**src/rtl/rv_multicycle_ctrl_v2.sv**
```systemverilog
// ---------------------------------------------------------------------------
// rv_multicycle_ctrl_v2
//   Multicycle RV32I control FSM for the non-pipelined core. Decodes the
//   current state, the IR opcode/func fields and (in BRANCH) the ALU flags
//   into datapath mux selects, the ALU op code and the PC/IR/RF/memory
//   enables. Supports all six conditional branches, JAL/JALR, LUI/AUIPC,
//   loads/stores with an optional memory-ready handshake, a registered
//   retire pulse and an illegal-opcode trap.
//
// Parameters
//   ALUCTL_W      width of alu_control (>=10); bits above 9 are always 0
//   MEM_HANDSHAKE 1: memory states wait for mem_ready; 0: mem_ready ignored
//   ILLEGAL_HALT  1: TRAP is terminal until reset; 0: TRAP returns to FETCH
//
// Ports
//   clk, reset                 clock (rising edge), synchronous active-high reset
//   opcode, func3, func7       instruction fields from IR
//   zero, lt, ltu              ALU flags used by BRANCH
//   mem_ready                  memory access completes this cycle
//   mem_req, mem_write         memory request / store strobe
//   ir_write, pc_write         IR / PC load enables
//   reg_write                  register-file write enable
//   adr_src                    0 = PC, 1 = ALUOut address
//   result_src                 00 ALUOut, 01 mem data, 10 ALU result
//   alu_src_a                  00 PC, 01 oldPC, 10 rs1
//   alu_src_b                  00 rs2, 01 imm, 10 const 4
//   imm_src                    000 I, 001 S, 010 B, 011 J, 100 U
//   alu_control                ALU operation code
//   instr_done                 registered one-cycle pulse per retired instruction
//   illegal                    sticky illegal-opcode flag
//   state_dbg                  current state encoding
// ---------------------------------------------------------------------------
module rv_multicycle_ctrl_v2 #(
  parameter int ALUCTL_W      = 10,
  parameter bit MEM_HANDSHAKE = 1'b1,
  parameter bit ILLEGAL_HALT  = 1'b1
) (
  input  logic                clk,
  input  logic                reset,
  input  logic [6:0]          opcode,
  input  logic [2:0]          func3,
  input  logic [6:0]          func7,
  input  logic                zero,
  input  logic                lt,
  input  logic                ltu,
  input  logic                mem_ready,
  output logic                mem_req,
  output logic                ir_write,
  output logic                mem_write,
  output logic                adr_src,
  output logic                pc_write,
  output logic                reg_write,
  output logic [1:0]          result_src,
  output logic [1:0]          alu_src_a,
  output logic [1:0]          alu_src_b,
  output logic [2:0]          imm_src,
  output logic [ALUCTL_W-1:0] alu_control,
  output logic                instr_done,
  output logic                illegal,
  output logic [4:0]          state_dbg
);

  localparam logic [6:0] OP_LOAD  = 7'b0000011;
  localparam logic [6:0] OP_STORE = 7'b0100011;
  localparam logic [6:0] OP_R     = 7'b0110011;
  localparam logic [6:0] OP_IMM   = 7'b0010011;
  localparam logic [6:0] OP_BR    = 7'b1100011;
  localparam logic [6:0] OP_JAL   = 7'b1101111;
  localparam logic [6:0] OP_JALR  = 7'b1100111;
  localparam logic [6:0] OP_AUIPC = 7'b0010111;
  localparam logic [6:0] OP_LUI   = 7'b0110111;

  localparam logic [9:0] ALU_ADD  = 10'b0000000000;
  localparam logic [9:0] ALU_SUB  = 10'b0100000000;
  localparam logic [9:0] ALU_PASS = 10'b0000001110;

  typedef enum logic [4:0] {
    S_FETCH    = 5'd0,
    S_DECODE   = 5'd1,
    S_MEMADR   = 5'd2,
    S_MEMREAD  = 5'd3,
    S_MEMWB    = 5'd4,
    S_MEMWRITE = 5'd5,
    S_EXEC_R   = 5'd6,
    S_EXEC_I   = 5'd7,
    S_ALUWB    = 5'd8,
    S_BRANCH   = 5'd9,
    S_JAL      = 5'd10,
    S_JALR     = 5'd11,
    S_JALR2    = 5'd12,
    S_AUIPC    = 5'd13,
    S_LUI      = 5'd14,
    S_TRAP     = 5'd15
  } state_t;

  state_t     r_state;
  state_t     w_state_next;
  logic       r_instr_done;
  logic       r_illegal;
  logic       w_retire;
  logic       w_ready;
  logic       w_taken;
  logic [9:0] w_alu;

  assign w_ready = MEM_HANDSHAKE ? mem_ready : 1'b1;

  // Branch condition selected by func3; the reserved encodings never take.
  always_comb begin
    w_taken = 1'b0;
    case (func3)
      3'b000:  w_taken = zero;
      3'b001:  w_taken = ~zero;
      3'b100:  w_taken = lt;
      3'b101:  w_taken = ~lt;
      3'b110:  w_taken = ltu;
      3'b111:  w_taken = ~ltu;
      default: w_taken = 1'b0;
    endcase
  end

  // NOTE: state and flags use non-blocking assignments so every register
  // samples the values computed before this edge, independent of order.
  always_ff @(posedge clk) begin
    if (reset) begin
      r_state      <= S_FETCH;
      r_instr_done <= 1'b0;
      r_illegal    <= 1'b0;
    end else begin
      r_state      <= w_state_next;
      r_instr_done <= w_retire;
      if (w_state_next == S_TRAP) r_illegal <= 1'b1;
    end
  end

  always_comb begin
    // NOTE: every signal written here gets a default first, so paths that
    // do not mention it cannot infer a latch.
    mem_req      = 1'b0;
    ir_write     = 1'b0;
    mem_write    = 1'b0;
    adr_src      = 1'b0;
    pc_write     = 1'b0;
    reg_write    = 1'b0;
    result_src   = 2'b00;
    alu_src_a    = 2'b00;
    alu_src_b    = 2'b00;
    w_alu        = ALU_ADD;
    w_retire     = 1'b0;
    w_state_next = S_FETCH;

    case (r_state)
      S_FETCH: begin
        mem_req    = 1'b1;
        alu_src_b  = 2'b10;
        result_src = 2'b10;
        if (w_ready) begin
          ir_write     = 1'b1;
          pc_write     = 1'b1;
          w_state_next = S_DECODE;
        end else begin
          w_state_next = S_FETCH;
        end
      end
      S_DECODE: begin
        // oldPC + imm lands in ALUOut: branch target / AUIPC result.
        alu_src_a = 2'b01;
        alu_src_b = 2'b01;
        case (opcode)
          OP_LOAD, OP_STORE: w_state_next = S_MEMADR;
          OP_R:              w_state_next = S_EXEC_R;
          OP_IMM:            w_state_next = S_EXEC_I;
          OP_BR:             w_state_next = S_BRANCH;
          OP_JAL:            w_state_next = S_JAL;
          OP_JALR:           w_state_next = S_JALR;
          OP_AUIPC:          w_state_next = S_AUIPC;
          OP_LUI:            w_state_next = S_LUI;
          default:           w_state_next = S_TRAP;
        endcase
      end
      S_MEMADR: begin
        alu_src_a    = 2'b10;
        alu_src_b    = 2'b01;
        w_state_next = (opcode == OP_LOAD) ? S_MEMREAD : S_MEMWRITE;
      end
      S_MEMREAD: begin
        mem_req      = 1'b1;
        adr_src      = 1'b1;
        w_state_next = w_ready ? S_MEMWB : S_MEMREAD;
      end
      S_MEMWB: begin
        result_src   = 2'b01;
        reg_write    = 1'b1;
        w_retire     = 1'b1;
        w_state_next = S_FETCH;
      end
      S_MEMWRITE: begin
        // Strobe is held with the request for the whole wait.
        mem_req   = 1'b1;
        adr_src   = 1'b1;
        mem_write = 1'b1;
        if (w_ready) begin
          w_retire     = 1'b1;
          w_state_next = S_FETCH;
        end else begin
          w_state_next = S_MEMWRITE;
        end
      end
      S_EXEC_R: begin
        alu_src_a    = 2'b10;
        alu_src_b    = 2'b00;
        w_alu        = {func7, func3};
        w_state_next = S_ALUWB;
      end
      S_EXEC_I: begin
        // Only SRAI carries func7[5] into the op code; ADDI etc. ignore it.
        alu_src_a    = 2'b10;
        alu_src_b    = 2'b01;
        w_alu        = {1'b0, func7[5] & (func3 == 3'b101), 5'b00000, func3};
        w_state_next = S_ALUWB;
      end
      S_ALUWB: begin
        result_src   = 2'b00;
        reg_write    = 1'b1;
        w_retire     = 1'b1;
        w_state_next = S_FETCH;
      end
      S_BRANCH: begin
        alu_src_a  = 2'b10;
        alu_src_b  = 2'b00;
        w_alu      = ALU_SUB;
        result_src = 2'b00;
        pc_write   = w_taken;
        if (func3 == 3'b010 || func3 == 3'b011) begin
          w_state_next = S_TRAP;
        end else begin
          w_retire     = 1'b1;
          w_state_next = S_FETCH;
        end
      end
      S_JAL: begin
        // PC <= ALUOut (target from DECODE) while ALU forms oldPC+4 for rd.
        alu_src_a    = 2'b01;
        alu_src_b    = 2'b10;
        result_src   = 2'b00;
        pc_write     = 1'b1;
        w_state_next = S_ALUWB;
      end
      S_JALR: begin
        alu_src_a    = 2'b10;
        alu_src_b    = 2'b01;
        w_state_next = S_JALR2;
      end
      S_JALR2: begin
        // Target rs1+imm is in ALUOut; the datapath clears its bit 0.
        alu_src_a    = 2'b01;
        alu_src_b    = 2'b10;
        result_src   = 2'b00;
        pc_write     = 1'b1;
        w_state_next = S_ALUWB;
      end
      S_AUIPC: begin
        // Recomputes oldPC+imm so ALUOut is unchanged going into ALUWB.
        alu_src_a    = 2'b01;
        alu_src_b    = 2'b01;
        w_state_next = S_ALUWB;
      end
      S_LUI: begin
        alu_src_a    = 2'b10;
        alu_src_b    = 2'b01;
        w_alu        = ALU_PASS;
        w_state_next = S_ALUWB;
      end
      S_TRAP: begin
        w_state_next = ILLEGAL_HALT ? S_TRAP : S_FETCH;
      end
      default: begin
        w_state_next = S_FETCH;
      end
    endcase

    // Reset silences every strobe in the same cycle, so an aborted
    // instruction can never complete a write.
    if (reset) begin
      mem_req      = 1'b0;
      ir_write     = 1'b0;
      mem_write    = 1'b0;
      adr_src      = 1'b0;
      pc_write     = 1'b0;
      reg_write    = 1'b0;
      result_src   = 2'b00;
      alu_src_a    = 2'b00;
      alu_src_b    = 2'b00;
      w_alu        = ALU_ADD;
      w_retire     = 1'b0;
      w_state_next = S_FETCH;
    end
  end

  // Immediate format depends only on the opcode, in every state.
  always_comb begin
    imm_src = 3'b000;
    if (!reset) begin
      case (opcode)
        OP_STORE:        imm_src = 3'b001;
        OP_BR:           imm_src = 3'b010;
        OP_JAL:          imm_src = 3'b011;
        OP_LUI, OP_AUIPC: imm_src = 3'b100;
        default:         imm_src = 3'b000;
      endcase
    end
  end

  always_comb begin
    alu_control      = '0;
    alu_control[9:0] = w_alu;
  end

  assign instr_done = r_instr_done;
  assign illegal    = r_illegal;
  assign state_dbg  = reset ? 5'd0 : r_state;

endmodule

```
**config.mk**
```make
export PLATFORM = sky130hd
export DESIGN_NAME = rv_multicycle_ctrl_v2
export DESIGN_NICKNAME = d
export VERILOG_FILES = /design/src/rtl/rv_multicycle_ctrl_v2.sv
export SDC_FILE = /design/constraint.sdc
export NUM_CORES = 1
export LEC_CHECK = 0
export ABC_CLOCK_PERIOD_IN_PS = 2600
export CAP_MARGIN = 20
export CORE_ASPECT_RATIO = 1.4
export CORE_MARGIN = 3
export CORE_UTILIZATION = 41
export CTS_BUF_LIST = sky130_fd_sc_hd__clkbuf_4 sky130_fd_sc_hd__clkbuf_8 sky130_fd_sc_hd__clkbuf_16
export DETAILED_ROUTE_END_ITERATION = 12
export PLACE_DENSITY = 0.89
export SLEW_MARGIN = 10
export SYNTH_ARGS = -nofsm -noshare
export SYNTH_HDL_FRONTEND = slang
export SYNTH_SLANG_ARGS = --single-unit
```
**constraint.sdc**
```tcl
create_clock -name clk -period 2.6 [get_ports clk]
set_input_delay 0.26 -clock clk [delete_from_list [all_inputs] [get_ports clk]]
set_output_delay 0.26 -clock clk [all_outputs]
set_load 0.01 [all_outputs]
```
==> metrics.txt <==
R2R cell count 5; crit path max-delay cell type clkdlybuf4s50_1; Layout Nets 225; syn avg cell area 6.48 µm²; Worst path max stage delay 0.54 ns; Clk pin slew, worst setup/hold paths 0.04 ns; Avg WL per Cell 13.6 µm; register area 120 µm²; total congestion overflow 0; worst hold slack 0.479 ns; DRC 0; final setup fails 0; number of global-route vias before repair 1174; Synth Register Bits 6; post-placement cell count 219; Via density 5.71; hold depth 1; critical hold path startpoint illegal$_SDFFE_PP0N_; HPWL after DPL 2450 µm; number of diodes 0; Synth area leader dfxtp_1; IO buf count 53; Die W 47.3 µm; Core Region 2230 µm²; asr flop ratio synth 0%; Yosys warnings 0; Syn Inst Count 151; Synthesized Nets 174; Static Leak 0.000582 µW; via count 1268; Fillers 207; EDFF count, synth 0; TNS Setup 0 ns; most common cell after layout, fill and taps aside clkdlybuf4s50_1; Crit path max-delay family simple AND/OR/NAND/NOR gates; first-pass GRT wire length 4860 µm; Clock Path Buffers 2; worst setup path start r_state[3]$_SDFF_PP0_; Max Cap Violations 0; share of cells above drive strength 1 8.00%; fmax 412 MHz; Slew @ Worst Pin 0.649 ns; Area Growth Syn to Fin 58.4%; critical path required time 2.34 ns; Worst Setup Path Type register to output pin; Tcrit/Tclk final 93.3%; CTS tree done; Die Y 63.8 µm; Mapped Area 978 µm²; non-filler cells in the finished layout 222; Area contributors post-synth dfxtp_1, nor2_1, nand2b_1, a21oi_1, nor2b_1; post-route ant nets 0; largest net degree at the start of global routing 20; Total Power 1090 µW; worst ir drop on vdd 0.000485 V; reg-to-reg critical path startpoint r_state[1]$_SDFF_PP0_; post-synthesis sequential area ratio 12.3%; Final Hold Vio Count 0; power per cell area 702 nW/µm²; Min-Delay Path Class register to register; Final min period 2.43 ns; outcome finished, final reports clean; Top FF cell, synth dfxtp_1; crit-path cells buf_4 -> or2_2 -> nor4_1 -> and2_1 -> clkdlybuf4s50_1; drt first pass iters 4; initial antenna violation count 0; Multi-input gate area 771 µm²; clk_skew 0.00461 ns; RD Place Congestion 0.975; Die ar. 3020 µm²; CP max FO 17; CP arrival 2.17 ns; CP Depth 5; clock sinks 6; Slew Viols, Final 0; Num CTS Buffers 3; Std-Cell Rows 20; synth unique cells 46; RSZ-0062 raised after global routing false; Initial Util 43.9%; H-tree levels 1; Worst slew margin 56.4%; Starting DRT DRC Count 48; Critical path buffers and inverters 2; total wire length 3020 µm; top-level I/O count 55; top-area cell type share of the netlist area 12.3%; most frequent cells in the layout clkdlybuf4s50_1, nor2_1, a21oi_1; clk_lat worst skew 0.23 ns; # hold bufs at CTS 0; GRT Total Usage 20.3%; crit end category output pin; startpoint types register; Root Buffer clkbuf_4
synthesized netlist by cell type, types with 3 or more instances:
cell and instances:
a21oi_1 10, and2_1 6, clkbuf_1 9, dfxtp_1 6
inv_1 5, nand2_1 8, nand2b_1 9, nand3_1 4
nand3b_1 3, nor2_1 21, nor2b_1 8, nor3_1 7
nor4_1 5, o21ai_0 4, o22a_1 3, xor2_1 3
layer usage:
metal	global-route usage, %	share of wire, %	vias to the layer above	wire length, µm
met5	0	0	-	0
met4	6.57	2.2	0	66
met3	1.41	4.1	8	125
met2	37.2	54	47	1620
met1	22.7	40	573	1210
li1	-	-	640	-
registers in the layout, indices dropped and copies added (netlist names):
name,cells
illegal,1
instr_done,1
r_state,4
final timing paths:
check,to,slack (ns)
worst max-delay path,ir_write,0.17
worst min-delay path,illegal$_SDFFE_PP0N_,0.48
worst max register to register,illegal$_SDFFE_PP0N_,0.40
worst min register to register,illegal$_SDFFE_PP0N_,0.48
logic make-up (layout without fill, tap and decap cells):
family                 after synthesis  in the layout  share of synthesized area (%)
AND/OR/NAND/NOR                     81             81                           45.0
AO/OA/AOI/OAI                       36             36                           26.7
buffers and inverters               20             69                           9.08
flip-flops                           6              6                           12.3
XOR/XNOR                             5              5                           4.48
multiplexers                         2              2                           2.05
other                                1              1                          0.383
worst register-to-register path, delay by kind of cell, from the launching register on:
family | cells | cell delay (ns)
compound gates | 3 | 0.79
simple gates | 1 | 0.57
flops | 1 | 0.50
buf+inv | 1 | 0.29
cell type report:
type	instances	area share, %
Multi-Input combinational cell	125	49.7
Inverter	5	1.21
Timing Repair Buffer	61	38.1
Clock buffer	3	1.45
Tap cell	22	1.78
Sequential cell	6	7.75
power breakdown:
group / internal, µW / switching, µW / total (µW) / leakage (µW)
Clock: 51.8 / 27.9 / 79.8 / 0.0000138
Sequential: 122 / 50.3 / 172 / 0.0000490
Combinational: 411 / 426 / 837 / 0.000519
Total: 585 / 504 / 1090 / 0.000582
repair_timing:
action	CTS	global route
endpoints found under the setup margin	0	1
hold endpoints to repair	0	0
gates resized for setup	0	1
buffers inserted	0	0
metrics by stage:
stage / worst slack (ns) / area [µm²] / util (%)
after floorplan: 0.748 / 978 / -
after global placement: 0.229 / 1530 / 68.5
after detailed placement: 0.147 / 1530 / 68.5
after CTS: 0.147 / 1550 / 69.6
after global routing: 0.0507 / 1550 / 69.6
final: 0.174 / 1550 / 69.6
Note: power is estimated with default switching activity, not from simulation.
